[src/rtl/layer_sched_ctrl.sv]
// Five-layer CNN sequencer: launches layers in order, steers the
// shared weight/bias read port and inserts a drain gap between owners.
module layer_sched_ctrl #(
  parameter int DRAIN_CYCLES = 2,
  parameter int CYCLE_CNT_W  = 20
) (
  input  logic                   clk,
  input  logic                   rst,
  input  logic                   start,
  input  logic                   abort,
  input  logic [4:0]             layer_done,
  output logic [4:0]             layer_start,
  output logic [4:0]             weight_sel,
  output logic [4:0]             bias_sel,
  output logic [2:0]             cur_layer,
  output logic                   busy,
  output logic                   all_done,
  output logic [CYCLE_CNT_W-1:0] total_cycles
);

  typedef enum logic [2:0] {
    IDLE,
    LAUNCH,
    RUN,
    DRAIN,
    FINISH
  } state_t;

  localparam logic [3:0] DRAIN_LD = 4'(DRAIN_CYCLES);

  state_t     state;
  logic [3:0] drain_cnt;
  logic       done_cap;
  logic [4:0] cur_mask;
  logic       cur_done;
  logic [2:0] nxt_layer;

  function automatic logic [4:0] layer_mask(input logic [2:0] l);
    logic [4:0] m;
    case (l)
      3'd1:    m = 5'b00001;
      3'd2:    m = 5'b00010;
      3'd3:    m = 5'b00100;
      3'd4:    m = 5'b01000;
      3'd5:    m = 5'b10000;
      default: m = 5'b00000;
    endcase
    return m;
  endfunction

  // Layer 3 is pooling and never owns the weight/bias port.
  function automatic logic [4:0] sel_code(input logic [2:0] l);
    return (l == 3'd3) ? 5'd0 : {2'b00, l};
  endfunction

  always_comb begin
    cur_mask  = layer_mask(cur_layer);
    cur_done  = |(layer_done & cur_mask);
    nxt_layer = cur_layer + 3'd1;
  end

  always_ff @(posedge clk or posedge rst) begin
    if (rst) begin
      state        <= IDLE;
      drain_cnt    <= '0;
      done_cap     <= 1'b0;
      layer_start  <= '0;
      weight_sel   <= '0;
      bias_sel     <= '0;
      cur_layer    <= '0;
      busy         <= 1'b0;
      all_done     <= 1'b0;
      total_cycles <= '0;
    end else begin
      layer_start <= '0;
      all_done    <= 1'b0;

      if (state == IDLE && start)
        total_cycles <= '0;
      else if (busy && total_cycles != '1)
        total_cycles <= total_cycles + CYCLE_CNT_W'(1);

      if (state != IDLE && abort) begin
        state      <= IDLE;
        drain_cnt  <= '0;
        done_cap   <= 1'b0;
        weight_sel <= '0;
        bias_sel   <= '0;
        cur_layer  <= '0;
        busy       <= 1'b0;
      end else begin
        unique case (state)
          IDLE: begin
            if (start) begin
              state       <= LAUNCH;
              cur_layer   <= 3'd1;
              layer_start <= 5'b00001;
              weight_sel  <= 5'd1;
              bias_sel    <= 5'd1;
              busy        <= 1'b1;
              done_cap    <= 1'b0;
            end
          end
          LAUNCH: begin
            state    <= RUN;
            done_cap <= cur_done;
          end
          RUN: begin
            if (cur_done || done_cap) begin
              done_cap   <= 1'b0;
              weight_sel <= '0;
              bias_sel   <= '0;
              if (cur_layer == 3'd5) begin
                state    <= FINISH;
                all_done <= 1'b1;
              end else begin
                state     <= DRAIN;
                drain_cnt <= DRAIN_LD;
              end
            end
          end
          DRAIN: begin
            if (drain_cnt <= 4'd1) begin
              state       <= LAUNCH;
              drain_cnt   <= '0;
              cur_layer   <= nxt_layer;
              layer_start <= layer_mask(nxt_layer);
              weight_sel  <= sel_code(nxt_layer);
              bias_sel    <= sel_code(nxt_layer);
            end else begin
              drain_cnt <= drain_cnt - 4'd1;
            end
          end
          FINISH: begin
            state     <= IDLE;
            cur_layer <= '0;
            busy      <= 1'b0;
          end
          default: state <= IDLE;
        endcase
      end
    end
  end

endmodule

[config.mk]
export PLATFORM = sky130hd
export DESIGN_NAME = layer_sched_ctrl
export DESIGN_NICKNAME = d
export VERILOG_FILES = /design/src/rtl/layer_sched_ctrl.sv
export SDC_FILE = /design/constraint.sdc
export NUM_CORES = 1
export LEC_CHECK = 0
export CAP_MARGIN = 20
export CORE_ASPECT_RATIO = 1.5
export CORE_MARGIN = 4
export CORE_UTILIZATION = 35
export DETAILED_ROUTE_END_ITERATION = 10
export PLACE_DENSITY = 0.56
export SLEW_MARGIN = 20
export SYNTH_ARGS = -nofsm -noshare
export SYNTH_HDL_FRONTEND = slang
export SYNTH_SLANG_ARGS = --single-unit
export TNS_END_PERCENT = 30
[constraint.sdc]
create_clock -name clk -period 6.2 [get_ports clk]
set_clock_uncertainty 0.1 [all_clocks]
set_input_delay 0.62 -clock clk [delete_from_list [all_inputs] [get_ports clk]]
set_output_delay 0.62 -clock clk [all_outputs]
set_load 0.005 [all_outputs]
; Yosys cells after proc, flatten, opt, wreduce, memory -nomap -nowiden
; Cells that the tools add are included.
[totals]
register_bits = 43
in_bits = 9
[classes]
eq_ne = 19
reduce_logical = 19
bitwise_logic = 1
addsub = 3
n_mux = 39
magnitude_cmp = 1
[ops]
columns = cell, count
row1 = one-hot mux 5 bit (5 select lines), 2
row2 = two-way mux 20 bit, 2
row3 = two-way mux 5 bit, 6
row4 = two-way mux 3 bit, 8
row5 = adder 20 x 1 -> 20 bit (second input constant), 1
row6 = inequality test 20 bit (second input constant), 1
row7 = == test 3 x 2 -> 1 bit (second input constant), 6
row8 = two-way mux 4 bit, 4
row9 = == test 3 bit (second input constant), 5
row10 = one-hot mux 5 bit (3 select lines), 1
row11 = one-hot mux 3 bit (4 select lines), 1
row12 = AND reduction 3 bit, 4
row13 = nonzero test 4 bit, 3
row14 = two-way mux 1 bit, 10
row15 = one-hot mux 5 bit (2 select lines), 1
row16 = == test 3 x 1 -> 1 bit (second input constant), 3
row17 = inequality test 3 bit (second input constant), 3
row18 = one-hot mux 3 bit (3 select lines), 1
row19 = nonzero test 3 bit, 3
row20 = one-hot mux 4 bit (2 select lines), 1
row21 = AND 5 bit, 1
row22 = OR reduction 5 bit, 1
row23 = <= comparator 4 x 1 -> 1 bit (second input constant), 1
row24 = AND reduction 4 bit, 1
row25 = 10 further kinds, 12

; Logic depth before layout (Yosys ltp)
[depth]
depth_word = 8
ltp_mapped = 7

; Least setup slack after synthesis
; Ideal clock, no wire load.
[synth_timing]
kind = register to register
startpoint = reg cur_layer[0]
endpoint = reg bias_sel[0]
setup_slack_ns = 4.084
t_arrival_ns = 1.888
stages_incl_launch_ff = 8
setup_time_ns = 0.128
synth_period_minus_slack_ns = 2.116
required_ns = 5.972
path_cell_list = dfrtp_1 > inv_1 > ha_1 > a221o_1 > o21ai_1 > nor4b_4 > nor3_2 > mux2_1
[synth_via]
elab_chain_len = 7
word_cells_on_any_way = 17
classes_between = add/sub (1) / eq/ne (7) / mux (5) / bitwise (1) / reduce/logical (3)
[synth_rtl]
columns = element, line_no
row1 = from (decl), 15  ; output logic [2:0] cur_layer,
row2 = from (signal assigned), 126  ; cur_layer <= nxt_layer;
row3 = == test 3 bit (tied with other cells), 40  ; case (l)
row4 = one-hot mux 5 bit (5 select lines), 40
row5 = AND 5 bit, 58  ; cur_done = |(layer_done & cur_mask);
row6 = OR reduction 5 bit, 58
row7 = logical OR 1 bit, 109  ; if (cur_done || done_cap) begin
row8 = inequality test 3 bit (no source line), n/a
row9 = AND reduction 4 bit (no source line), n/a
row10 = to (signal assigned), 129  ; bias_sel <= sel_code(nxt_layer);
row11 = to (decl), 14  ; output logic [4:0] bias_sel,
; Parallel ways exist; a longest one is shown, timed or not. The select of a mux whose other input is x is not followed.
; A chain may end at the register's enable or synchronous reset.

; Worst setup path in the final report
[layout_timing]
startpoint = in abort
endpoint = reg bias_sel[1]
[layout_via]
elab_chain_len = 3
word_cells_on_any_way = 7
classes_between = eq/ne (3) / mux (1) / reduce/logical (3)
[layout_rtl]
columns = element, line_no
row1 = from (decl), 10  ; input logic abort,
row2 = logical AND 1 bit *, 83  ; if (state != IDLE && abort) begin
row3 = inequality test 3 bit (no source line) (tied with other cells), n/a
row4 = AND reduction 4 bit (no source line), n/a
; Every way passes the cells marked *; elsewhere a longest branch is shown, timed or not.

==> key figures <==
CTS
  • Post-cts sizing count: 0
  • H-tree level count: 2
  • Bufs on Longest Clock Path: 2
  • # Post-CTS Setup Buffers: 0
  • Clock Latency Late Sink: 0.29 ns
  • CTS Hold Bufs: 0
  • Clock sinks: 41
  • Clock root buffer: clkbuf_8
  • CTS Buf Count: 5
  • Clock transition at the registers of the reported paths: 0.09 ns
  • CTS tree: built

Critical path
  • Worst reg2reg setup slack: 3.69 ns
  • Slowest stage delay, CP: 0.67 ns
  • Crit start category: primary input
  • Worst flop-to-flop path startpoint: cur_layer[0]$_DFFE_PP0P_
  • CP Data Arrival Time: 2.80 ns
  • Worst-path cell with the longest stage delay: clkdlybuf4s50_1
  • Setup crit start: abort
  • Crit-path leading delay family: simple AND/OR/NAND/NOR gates
  • CP required: 6.28 ns
  • Buf+Inv Stages, Crit Path: 1
  • Worst Path Max Fanout: 17
  • Crit-path cells: clkdlybuf4s50_1 -> or4_4 -> nor4b_4 -> nor3_2 -> mux2_1
  • Endpoint type of the worst setup path: flip-flop
  • Crit path kind: primary input to flip-flop
  • Crit Reg-Reg Endpoint: bias_sel[1]$_DFFE_PP0P_
  • Worst reg-to-reg path cell count: 7

Logic synthesis
  • Post-Synth Simple-Gate Area: 23.46%
  • Post-synthesis adder-cell area fraction: 4.865%
  • Top FF cell, synth: dfrtp_1
  • Mux cell area share after synthesis: 2.270%
  • Post-synthesis xor/xnor area fraction: 3.027%
  • Ys async rst share: 100.0%
  • Most frequent cells after synthesis: dfrtp_1, nor2_1, nand2_1
  • Synth Area in Compound Gates: 16.27%
  • Synth Instances: 254
  • Main combinational cell family by area after synthesis: simple AND/OR/NAND/NOR gates
  • Top post-synthesis cells by area: dfrtp_1, ha_1, nor2_1
  • Post-synth top area cell: dfrtp_1
  • Share of the synthesized area in the top cell type: 44.32%
  • Number of flops mapped to enable cells by yosys: 0
  • Syn Std Cell Area: 2315 sq um
  • Yosys reg bits: 41
  • Most frequent cell after synthesis: dfrtp_1
  • Syn Area/Cell: 9.113 sq um
  • Synth cell types: 49
  • Synth warn: 0
  • Register area share after synthesis: 44.32%

Pwr
  • Flop pwr share: 39.8%
  • P per Cell Area: 327.2 nW/um^2
  • Gate power share: 36.0%
  • Switching share of power: 37.79%
  • Leakage: 1.213 nW
  • Power share of the clock group: 24.2%
  • Switching power: 0.0003594 W
  • Total chip power: 0.0009509 W
  • Pint: 0.0005915 W
  • IR drop worst, VDD: 0.1395 mV

STA
  • Hold_ws: 0.4130 ns
  • Worst slew margin: 45.41%
  • Min Clock Period, post-route: 2.722 ns
  • # setup viols final: 0
  • Setup TNS: 0 ns
  • Slew @ Worst Pin: 0.8113 ns
  • Final Max Slew Viols: 0
  • Period Utilization, post-route: 43.91%
  • Final Hold Fails: 0
  • Unrepaired setup endpoints after global routing: no
  • Max Freq: 367.3 MHz

Route
  • Final Routed Wirelength: 5836 um
  • Met1 WL: 2334 um
  • Starting DRT DRC Count: 96
  • Met2 WL: 3096 um
  • Max layer used: met4
  • Drt drc: 0
  • DRT Pass-1 Iters: 4
  • Drt wl/cell: 15.77 um
  • DR vias/cell: 5.581
  • Met3 WL: 251 um
  • Post-DRT Antenna Nets: 0
  • Vias post-DR: 2065

Worst hold path
  • Worst hold-check path type: flip-flop to flip-flop
  • Hold path endpoint: total_cycles[6]$_DFFE_PP0P_
  • Hold path start: total_cycles[6]$_DFFE_PP0P_
  • WHS Path Cells: 1

Layout
  • Final Cell Area: 2907 sq um
  • Ant. Diodes: 0
  • P&R area growth vs syn: 25.57%
  • Final non-filler cell total: 370
  • Share of layout cells above drive strength 1: 5.442%
  • Net count, final: 311

Global route
  • First-pass GRT wire length: 9577 um
  • Largest net degree at the start of global routing: 42
  • Total Routing Usage GR: 15.31%
  • Vias in the first global route: 2054
  • GR Overflow Total: 0
  • Antenna violations before repair: 0

Die
  • # rows: 36
  • I/O pins: 49
  • Die X: 74.40 um
  • Die Area: 8005 sq um
  • Starting density of the core: 35.69%
  • Core area: 6486 sq um
  • Chip height: 107.6 um

Run status
  • Status: complete, no violations

Placement
  • GPL Wtd Cong: 0.8294
  • DPL Wire Length: 4206 um
  • Placed cell count: 362
  • # port buffers: 44
  • DP Area: 2780 sq um

Flow run
  • Number of max-cap violations: 0
## layout by cell type (no fill, tap or decap), types with 2 or more instances in the layout
master,netlist,layout
xor2_1,2,2
clkbuf_8,0,6
mux2_1,2,2
o21ai_1,6,6
nor2b_1,3,3
and2_1,4,4
conb_1,1,4
nor3_1,7,7
o211ai_1,2,2
or4_1,4,4
nor4_1,4,4
o21ai_0,13,13
o31ai_1,2,2
a211oi_1,3,3
mux2i_1,3,3
nand2_1,21,21
a21oi_1,15,15
xnor2_1,6,6
o22ai_1,2,2
nand4_1,6,6
ha_1,9,9
and4_1,3,3
nand3_1,5,5
dfrtp_1,41,41
inv_1,9,9
a31oi_1,7,7
or3_1,7,7
and3_1,5,5
nor2_1,27,27
inv_2,2,2
clkdlybuf4s50_1,0,44
## kinds of logic after synthesis
kind of cell,Yosys count
AOI/OAI and AO/OA,61
xor gates and xnor gates,8
adders and majority gates,9
buffers and inverters,27
DFF,41
muxes,5
other,1
and+or+nand+nor,102
## flip-flops by register name (all words and copies together), names as in the netlist
name	cells
all_done	1
bias_sel	3
busy	1
cur_layer	3
done_cap	1
drain_cnt	4
layer_start	5
state	3
total_cycles	20
## cell type report
| type | count | area (sq um) |
|---|---|---|
| multi-input cells | 189 | 1176 |
| repair buffers | 45 | 447.9 |
| inverters | 11 | 41.29 |
| flip-flops and latches | 41 | 1026 |
| clock buffers | 6 | 82.58 |
| well taps | 76 | 95.09 |
| fillers | 651 | 3580 |
| clock inverters | 2 | 37.54 |
## per-stage QoR
step           utilization, %  worst slack [ns]
3_3_place_gp            42.86             3.207
6_report                44.81             3.478
4_1_cts                 44.71             3.482
2_1_floorplan               -             4.084
5_1_grt                 44.81             3.359
3_5_place_dp            42.86             3.163
## worst max-delay path by stage
stage | endpoint | slack (ns) | cells after the start
2_1_floorplan | bias_sel[0]$_DFFE_PP0P_ | 4.08 | 7
3_3_place_gp | bias_sel[0]$_DFFE_PP0P_ | 3.21 | 5
3_5_place_dp | bias_sel[1]$_DFFE_PP0P_ | 3.16 | 5
4_1_cts | bias_sel[1]$_DFFE_PP0P_ | 3.48 | 5
5_1_grt | bias_sel[1]$_DFFE_PP0P_ | 3.36 | 5
6_report | bias_sel[1]$_DFFE_PP0P_ | 3.48 | 5
## per-layer routing
layer / vias to the layer above / GRT usage, %
li1: 984 / -
met3: 15 / 2.804
met5: - / 0
met1: 1009 / 17.62
met4: 0 / 6.870
met2: 57 / 26.73
## power groups by stage
stage | registers (W) | logic, W | clock network (W)
global route | 0.000388 | 0.000386 | 0.000245
finish | 0.000378 | 0.000342 | 0.000231
CTS | 0.000377 | 0.000344 | 0.000237
detailed placement | 0.000381 | 0.000340 | 0
global placement | 0.000381 | 0.000341 | 0
floorplan | 0.000356 | 0.000238 | 0
Note: power is estimated with default switching activity, not from simulation.
